--- src/rtl/pulse_pkg.sv ---
// Shared definitions for the pulse generator / pulse measurement pair.
// Holds the default counter width, entry record and saturating increment.
package pulse_pkg;

   localparam int CNT_W_DEF = 48;

   typedef struct packed {
      logic [CNT_W_DEF-1:0] width;
      logic [CNT_W_DEF-1:0] period;
   } pulse_entry_t;

   // Increment that sticks at the all-ones value of a w-bit counter.
   function automatic logic [63:0] sat_inc(
      input logic [63:0] v,
      input int          w
   );
      logic [63:0] lim;
      lim = (w >= 64) ? '1 : ((64'd1 << w) - 64'd1);
      return (v >= lim) ? lim : v + 64'd1;
   endfunction

endpackage

--- src/rtl/pulse_meas_fifo.sv ---
// First-word-fall-through queue for measurement entries.
// Pointers carry an extra wrap bit to tell full from empty.
module pulse_meas_fifo #(
   parameter int DEPTH = 16,
   parameter int DW    = 96
) (
   input  logic                     clk,
   input  logic                     rst,
   input  logic                     push,
   input  logic                     pop,
   input  logic                     flush,
   input  logic [DW-1:0]            wdata,
   output logic [DW-1:0]            rdata,
   output logic                     full,
   output logic                     empty,
   output logic [$clog2(DEPTH):0]   count
);

   localparam int AW = $clog2(DEPTH);

   logic [DW-1:0] mem [DEPTH];
   logic [AW:0]   wr_ptr;
   logic [AW:0]   rd_ptr;
   logic          do_push;
   logic          do_pop;

   assign empty = (wr_ptr == rd_ptr);
   assign full  = (wr_ptr[AW] != rd_ptr[AW]) &&
                  (wr_ptr[AW-1:0] == rd_ptr[AW-1:0]);
   assign count = wr_ptr - rd_ptr;

   // A pop in the same cycle frees the slot a full-queue push needs.
   assign do_pop  = pop & ~empty;
   assign do_push = push & (~full | do_pop);

   always_ff @(posedge clk or posedge rst) begin
      if (rst) begin
         wr_ptr <= '0;
         rd_ptr <= '0;
      end else if (flush) begin
         wr_ptr <= '0;
         rd_ptr <= '0;
      end else begin
         if (do_push) wr_ptr <= wr_ptr + 1'b1;
         if (do_pop)  rd_ptr <= rd_ptr + 1'b1;
      end
   end

   always_ff @(posedge clk) begin
      if (do_push && !flush) mem[wr_ptr[AW-1:0]] <= wdata;
   end

   assign rdata = mem[rd_ptr[AW-1:0]];

endmodule

--- src/rtl/pulse_measure.sv ---
// Measures high width and rise-to-rise period of pulses on inp_i
// and queues {width, period} entries for readout.
module pulse_measure
   import pulse_pkg::*;
#(
   parameter int FIFO_DEPTH = 16,
   parameter int CNT_W      = CNT_W_DEF
) (
   input  logic             clk_i,
   input  logic             reset_i,
   input  logic             inp_i,
   input  logic             enable_i,
   input  logic             rd_stb_i,
   output logic             valid_o,
   output logic [CNT_W-1:0] WIDTH,
   output logic [CNT_W-1:0] PERIOD,
   output logic [31:0]      QUEUE,
   output logic [31:0]      ERR_OVERFLOW,
   output logic [31:0]      MISSED_CNT
);

   localparam int AW = $clog2(FIFO_DEPTH);
   localparam int DW = 2 * CNT_W;

   logic             inp_q;
   logic             inp_qq;
   logic             en_q;
   logic             armed;
   logic             first;
   logic [CNT_W-1:0] width_cnt;
   logic [CNT_W-1:0] period_cnt;
   logic [CNT_W-1:0] period_hold;
   logic             push_req;
   logic [DW-1:0]    push_data;
   logic [DW-1:0]    head;
   logic [DW-1:0]    last_head;
   logic [DW-1:0]    shown;
   logic [AW:0]      count;
   logic [31:0]      missed;
   logic             ovf;
   logic             full;
   logic             empty;
   logic             pop;
   logic             rise;
   logic             fall;
   logic             en_rise;

   function automatic logic [CNT_W-1:0] inc(input logic [CNT_W-1:0] v);
      return CNT_W'(sat_inc(64'(v), CNT_W));
   endfunction

   assign rise    = inp_q & ~inp_qq;
   assign fall    = ~inp_q & inp_qq;
   assign en_rise = enable_i & ~en_q;
   assign pop     = rd_stb_i & ~empty;

   always_ff @(posedge clk_i or posedge reset_i) begin
      if (reset_i) begin
         inp_q       <= 1'b0;
         inp_qq      <= 1'b0;
         en_q        <= 1'b0;
         armed       <= 1'b0;
         first       <= 1'b1;
         width_cnt   <= '0;
         period_cnt  <= '0;
         period_hold <= '0;
         push_req    <= 1'b0;
         push_data   <= '0;
         missed      <= '0;
         ovf         <= 1'b0;
      end else begin
         inp_q    <= inp_i;
         inp_qq   <= inp_q;
         en_q     <= enable_i;
         push_req <= 1'b0;
         if (en_rise) begin
            // A pulse already high at enable is never armed.
            armed       <= ~inp_q;
            first       <= 1'b1;
            width_cnt   <= '0;
            period_cnt  <= '0;
            period_hold <= '0;
            missed      <= '0;
            ovf         <= 1'b0;
         end else begin
            if (enable_i) begin
               period_cnt <= rise ? '0 : inc(period_cnt);
               if (rise) begin
                  width_cnt   <= CNT_W'(1);
                  armed       <= 1'b1;
                  period_hold <= first ? '0 : inc(period_cnt);
                  first       <= 1'b0;
               end else if (inp_q) begin
                  width_cnt <= inc(width_cnt);
               end
               if (fall && armed) begin
                  push_req  <= 1'b1;
                  push_data <= {width_cnt, period_hold};
               end
            end
            if (push_req && full && !pop) begin
               missed <= 32'(sat_inc(64'(missed), 32));
               ovf    <= 1'b1;
            end
         end
      end
   end

   pulse_meas_fifo #(
      .DEPTH (FIFO_DEPTH),
      .DW    (DW)
   ) u_fifo (
      .clk   (clk_i),
      .rst   (reset_i),
      .push  (push_req & ~en_rise),
      .pop   (pop),
      .flush (en_rise),
      .wdata (push_data),
      .rdata (head),
      .full  (full),
      .empty (empty),
      .count (count)
   );

   // Head copy so WIDTH/PERIOD keep the last value once drained.
   always_ff @(posedge clk_i or posedge reset_i) begin
      if (reset_i)     last_head <= '0;
      else if (!empty) last_head <= head;
   end

   assign shown           = empty ? last_head : head;
   assign WIDTH           = shown[DW-1:CNT_W];
   assign PERIOD          = shown[CNT_W-1:0];
   assign valid_o         = ~empty;
   assign QUEUE           = 32'(count);
   assign ERR_OVERFLOW    = {31'b0, ovf};
   assign MISSED_CNT      = missed;

endmodule

--- config.mk ---
export PLATFORM = sky130hd
export DESIGN_NAME = pulse_measure
export DESIGN_NICKNAME = d
export VERILOG_FILES = /design/src/rtl/pulse_pkg.sv /design/src/rtl/pulse_meas_fifo.sv /design/src/rtl/pulse_measure.sv
export SDC_FILE = /design/constraint.sdc
export NUM_CORES = 2
export LEC_CHECK = 0
export CAP_MARGIN = 30
export CORE_MARGIN = 10
export CORE_UTILIZATION = 55
export DETAILED_ROUTE_END_ITERATION = 16
export PLACE_DENSITY_LB_ADDON = 0.25
export SYNTH_ARGS = -nofsm -noshare
export SYNTH_HDL_FRONTEND = slang
export SYNTH_SLANG_ARGS = --single-unit
--- constraint.sdc ---
create_clock -name clk_i -period 47.6 [get_ports clk_i]
set_input_delay 14.28 -clock clk_i [delete_from_list [all_inputs] [get_ports clk_i]]
set_output_delay 14.28 -clock clk_i [all_outputs]
set_load 0.01 [all_outputs]
==> flow_summary.yaml <==
status:
  status: "complete, no violations"
sta:
  clock_skew_ps: 38.9
  rsz0062_at_grt: "no"
  finalSetupViolCount: 0
  whs_ps: 470
  maxClockFrequency_ghz: 0.0480
  hold_viol_final: 0
  worst_pin_slew_ps: 1100
  finalSetupTns_ps: 0
  drv_slew: 0
  slew_headroom: 0.263
  period_share: 0.438
  period_minus_slack_ps: 20840
routing:
  ant_nets: 0
  viasPerCell: 6.42
  vias: 41334
  drc: 0
  wl_per_cell_um: 27.8
  drt_iter0_drc: 4585
  wirelength_mm: 179
  dr.pass1.iters: 6
worst_setup_path:
  cp_max_fo: 64
  rrSetupSlack_ps: 42330
  critical_path_class: "flop to output port"
  cp.required_ps: 33320
  start_kind: "flop"
  r2r_end: "last_head[12]"
  r2r-start: "u_fifo.rd_ptr[3]"
  end_kind: "output port"
  worst_ep_arrival_time_ps: 6560
  reg2reg_depth: 8
final_layout:
  diodes: 0
  syn2layout_area_growth_pct: 12.7
  drive_gt1_frac: 0.197
  fin_cells: 6439
  final_area_sq_mm: 0.0862
  nets: 4496
clock_network:
  cts_tree: "yes"
  clkTransAtPathRegs_ps: 70
  cts.sinks: 1921
  insertion_delay_ps: 830
  cts_resized: 0
  ctsRootBufferMaster: "clkbuf_16"
  cts_max_path_buffers: 3
  cts_setup_buffers: 0
  cts_buffers: 189
  postCtsHoldBufs: 0
  h-tree-depth: 4
synth:
  synth_edf_count: 1536
  ys_ff_latch: 1921
  yosysSeqAreaShare: 0.729
  syn-cell-area_sq_mm: 0.0764
  yosysWarnings: 0
  synth_async_sr_flop_share: 0.200
  synth_cell_types: 71
  avgSynthCellArea_sq_um: 17.7
  synthFlopType: "edfxtp_1"
  ys_top_cells_by_count: "edfxtp_1 (1536), dfrtp_1 (384), mux4_2 (384)"
  yosysTopAreaCell: "edfxtp_1"
  yosysTopAreaCellShare: 0.603
  ys_top_cells_by_area: "edfxtp_1 (60%), dfrtp_1 (13%), mux4_2 (11%)"
  syn_inst: 4317
  post-synth-top-count-cell: "edfxtp_1"
global_routing:
  grt_pass1_vias: 41642
  antenna_found_initial: 5
  globalRouteTotalUtil: 0.234
  grt_pass1_wl_mm: 271
  grt_max_degree: 181
  grt-ovfl-total: 0
power:
  ir_drop_mv: 0.0548
  power_leakage_nw: 31.7
  power_density_mw_per_mm2: 49.7
die:
  initial_core_util: 0.555
  die_x_um: 393
  ios: 198
  dieArea_sq_mm: 0.154
  core_area_sq_mm: 0.138
  rows: 136
  die_h_um: 393
worst_hold_path:
  hp-start: "period_hold[16]"
  hp-class: "flop to flop"
  min_to: "period_hold[16]"
  hold_depth: 2
placement:
  dp.cells: 6075
  dpl.hpwl_mm: 97.1
  port_buffers: 139
  placed_cell_area_sq_mm: 0.0798
  gp_congestion: 0.847
flow_run:
  drv_cap: 0
[state kept, by name, indices dropped and copies added, names as in the netlist, 5 cells and up]
| name | count |
|---|---|
| u_fifo.mem | 1536 |
| u_fifo.rd_ptr | 5 |
| width_cnt | 48 |
| period_hold | 48 |
| MISSED_CNT | 32 |
| period_cnt | 48 |
| last_head | 96 |
| u_fifo.wr_ptr | 5 |
| push_data | 96 |
[cell families (layout without fill, tap and decap cells)]
group,after synthesis,after routing,synth area share
other,1,58,0.0000491
AND/OR/NAND/NOR,811,811,0.0505
multiplexers,595,595,0.142
adder cells (fa/ha/maj),13,13,0.00223
XOR/XNOR,38,38,0.00435
flip-flops,1921,1921,0.729
AO/OA/AOI/OAI,570,570,0.0493
buffers and inverters,368,639,0.0219
[cell usage in the layout, fill, tap and decap left out, types with 16 or more instances in the layout]
| cell type | Yosys | routed |
|---|---|---|
| edfxtp_1 | 1536 | 1536 |
| mux4_2 | 384 | 384 |
| dfrtp_1 | 384 | 381 |
| nor2_1 | 368 | 355 |
| clkbuf_16 | 0 | 190 |
| clkdlybuf4s50_1 | 0 | 139 |
| nand2_1 | 131 | 128 |
| a31oi_1 | 118 | 118 |
| o21ai_0 | 117 | 117 |
| mux2i_1 | 114 | 114 |
| o22ai_1 | 102 | 102 |
| mux2_2 | 97 | 97 |
| buf_4 | 62 | 80 |
| nand3_1 | 74 | 74 |
| nand4_1 | 62 | 62 |
| conb_1 | 1 | 58 |
| inv_1 | 45 | 44 |
| clkbuf_1 | 171 | 44 |
| a21oi_1 | 43 | 43 |
| a22o_1 | 43 | 43 |
| clkinv_2 | 0 | 39 |
| nor3_1 | 40 | 35 |
| clkinv_1 | 2 | 30 |
| xnor2_1 | 29 | 29 |
| a21o_1 | 28 | 28 |
| nor4_1 | 28 | 27 |
| and3_1 | 24 | 24 |
| and4_1 | 20 | 19 |
| a221o_1 | 18 | 18 |
| clkbuf_8 | 0 | 17 |
| bufinv_16 | 0 | 16 |
[worst max-delay path: stages, from the launching register on]
cell,delay (ps)
dfrtp_4,1000
inv_8,430
ha_1,540
and4_1,290
nand2_4,470
nand2_4,900
buf_4,730
o22ai_1,180
a31oi_1,390
clkdlybuf4s50_1,630
[final cells by class]
class,instances,area [sq um]
clock inverters,107,1120
fillers,9443,51600
clock buffers,251,5150
multi-input cells,2085,19400
flip-flops and latches,1921,55800
well taps,1794,2240
repair buffers,233,2310
inverters,48,198
[layer usage]
metal / GRT usage / share of wire
met5: 0 / 0.000067
met4: 0.0594 / 0.022
met3: 0.0499 / 0.083
met2: 0.368 / 0.48
met1: 0.336 / 0.42
[report_power, final]
part           internal (W)  switching, W  total (W)
registers           0.00184     0.0000303    0.00187
logic              0.000431      0.000490   0.000922
clock network      0.000855      0.000638    0.00149
total               0.00313       0.00116    0.00429
[how the worst max path moves through the flow]
stage	slack (ps)	depth (start not counted)	to	from
2_1_floorplan	22620	1	MISSED_CNT[0]	reset_i
3_3_place_gp	27840	9	PERIOD[29]	u_fifo.rd_ptr[3]
3_5_place_dp	27740	9	PERIOD[30]	u_fifo.rd_ptr[3]
4_1_cts	26830	9	PERIOD[30]	u_fifo.rd_ptr[3]
5_1_grt	26590	9	PERIOD[30]	u_fifo.rd_ptr[3]
6_report	26760	9	PERIOD[30]	u_fifo.rd_ptr[3]
[through the flow]
step	setup slack, ps	total power, W	utilization
after floorplan	22620	0.00248	-
after global placement	27840	0.00282	0.578
after detailed placement	27740	0.00283	0.579
after CTS	26830	0.00432	0.624
after global routing	26590	0.00445	0.625
final	26760	0.00429	0.625
(Power assumes the default switching activity.)
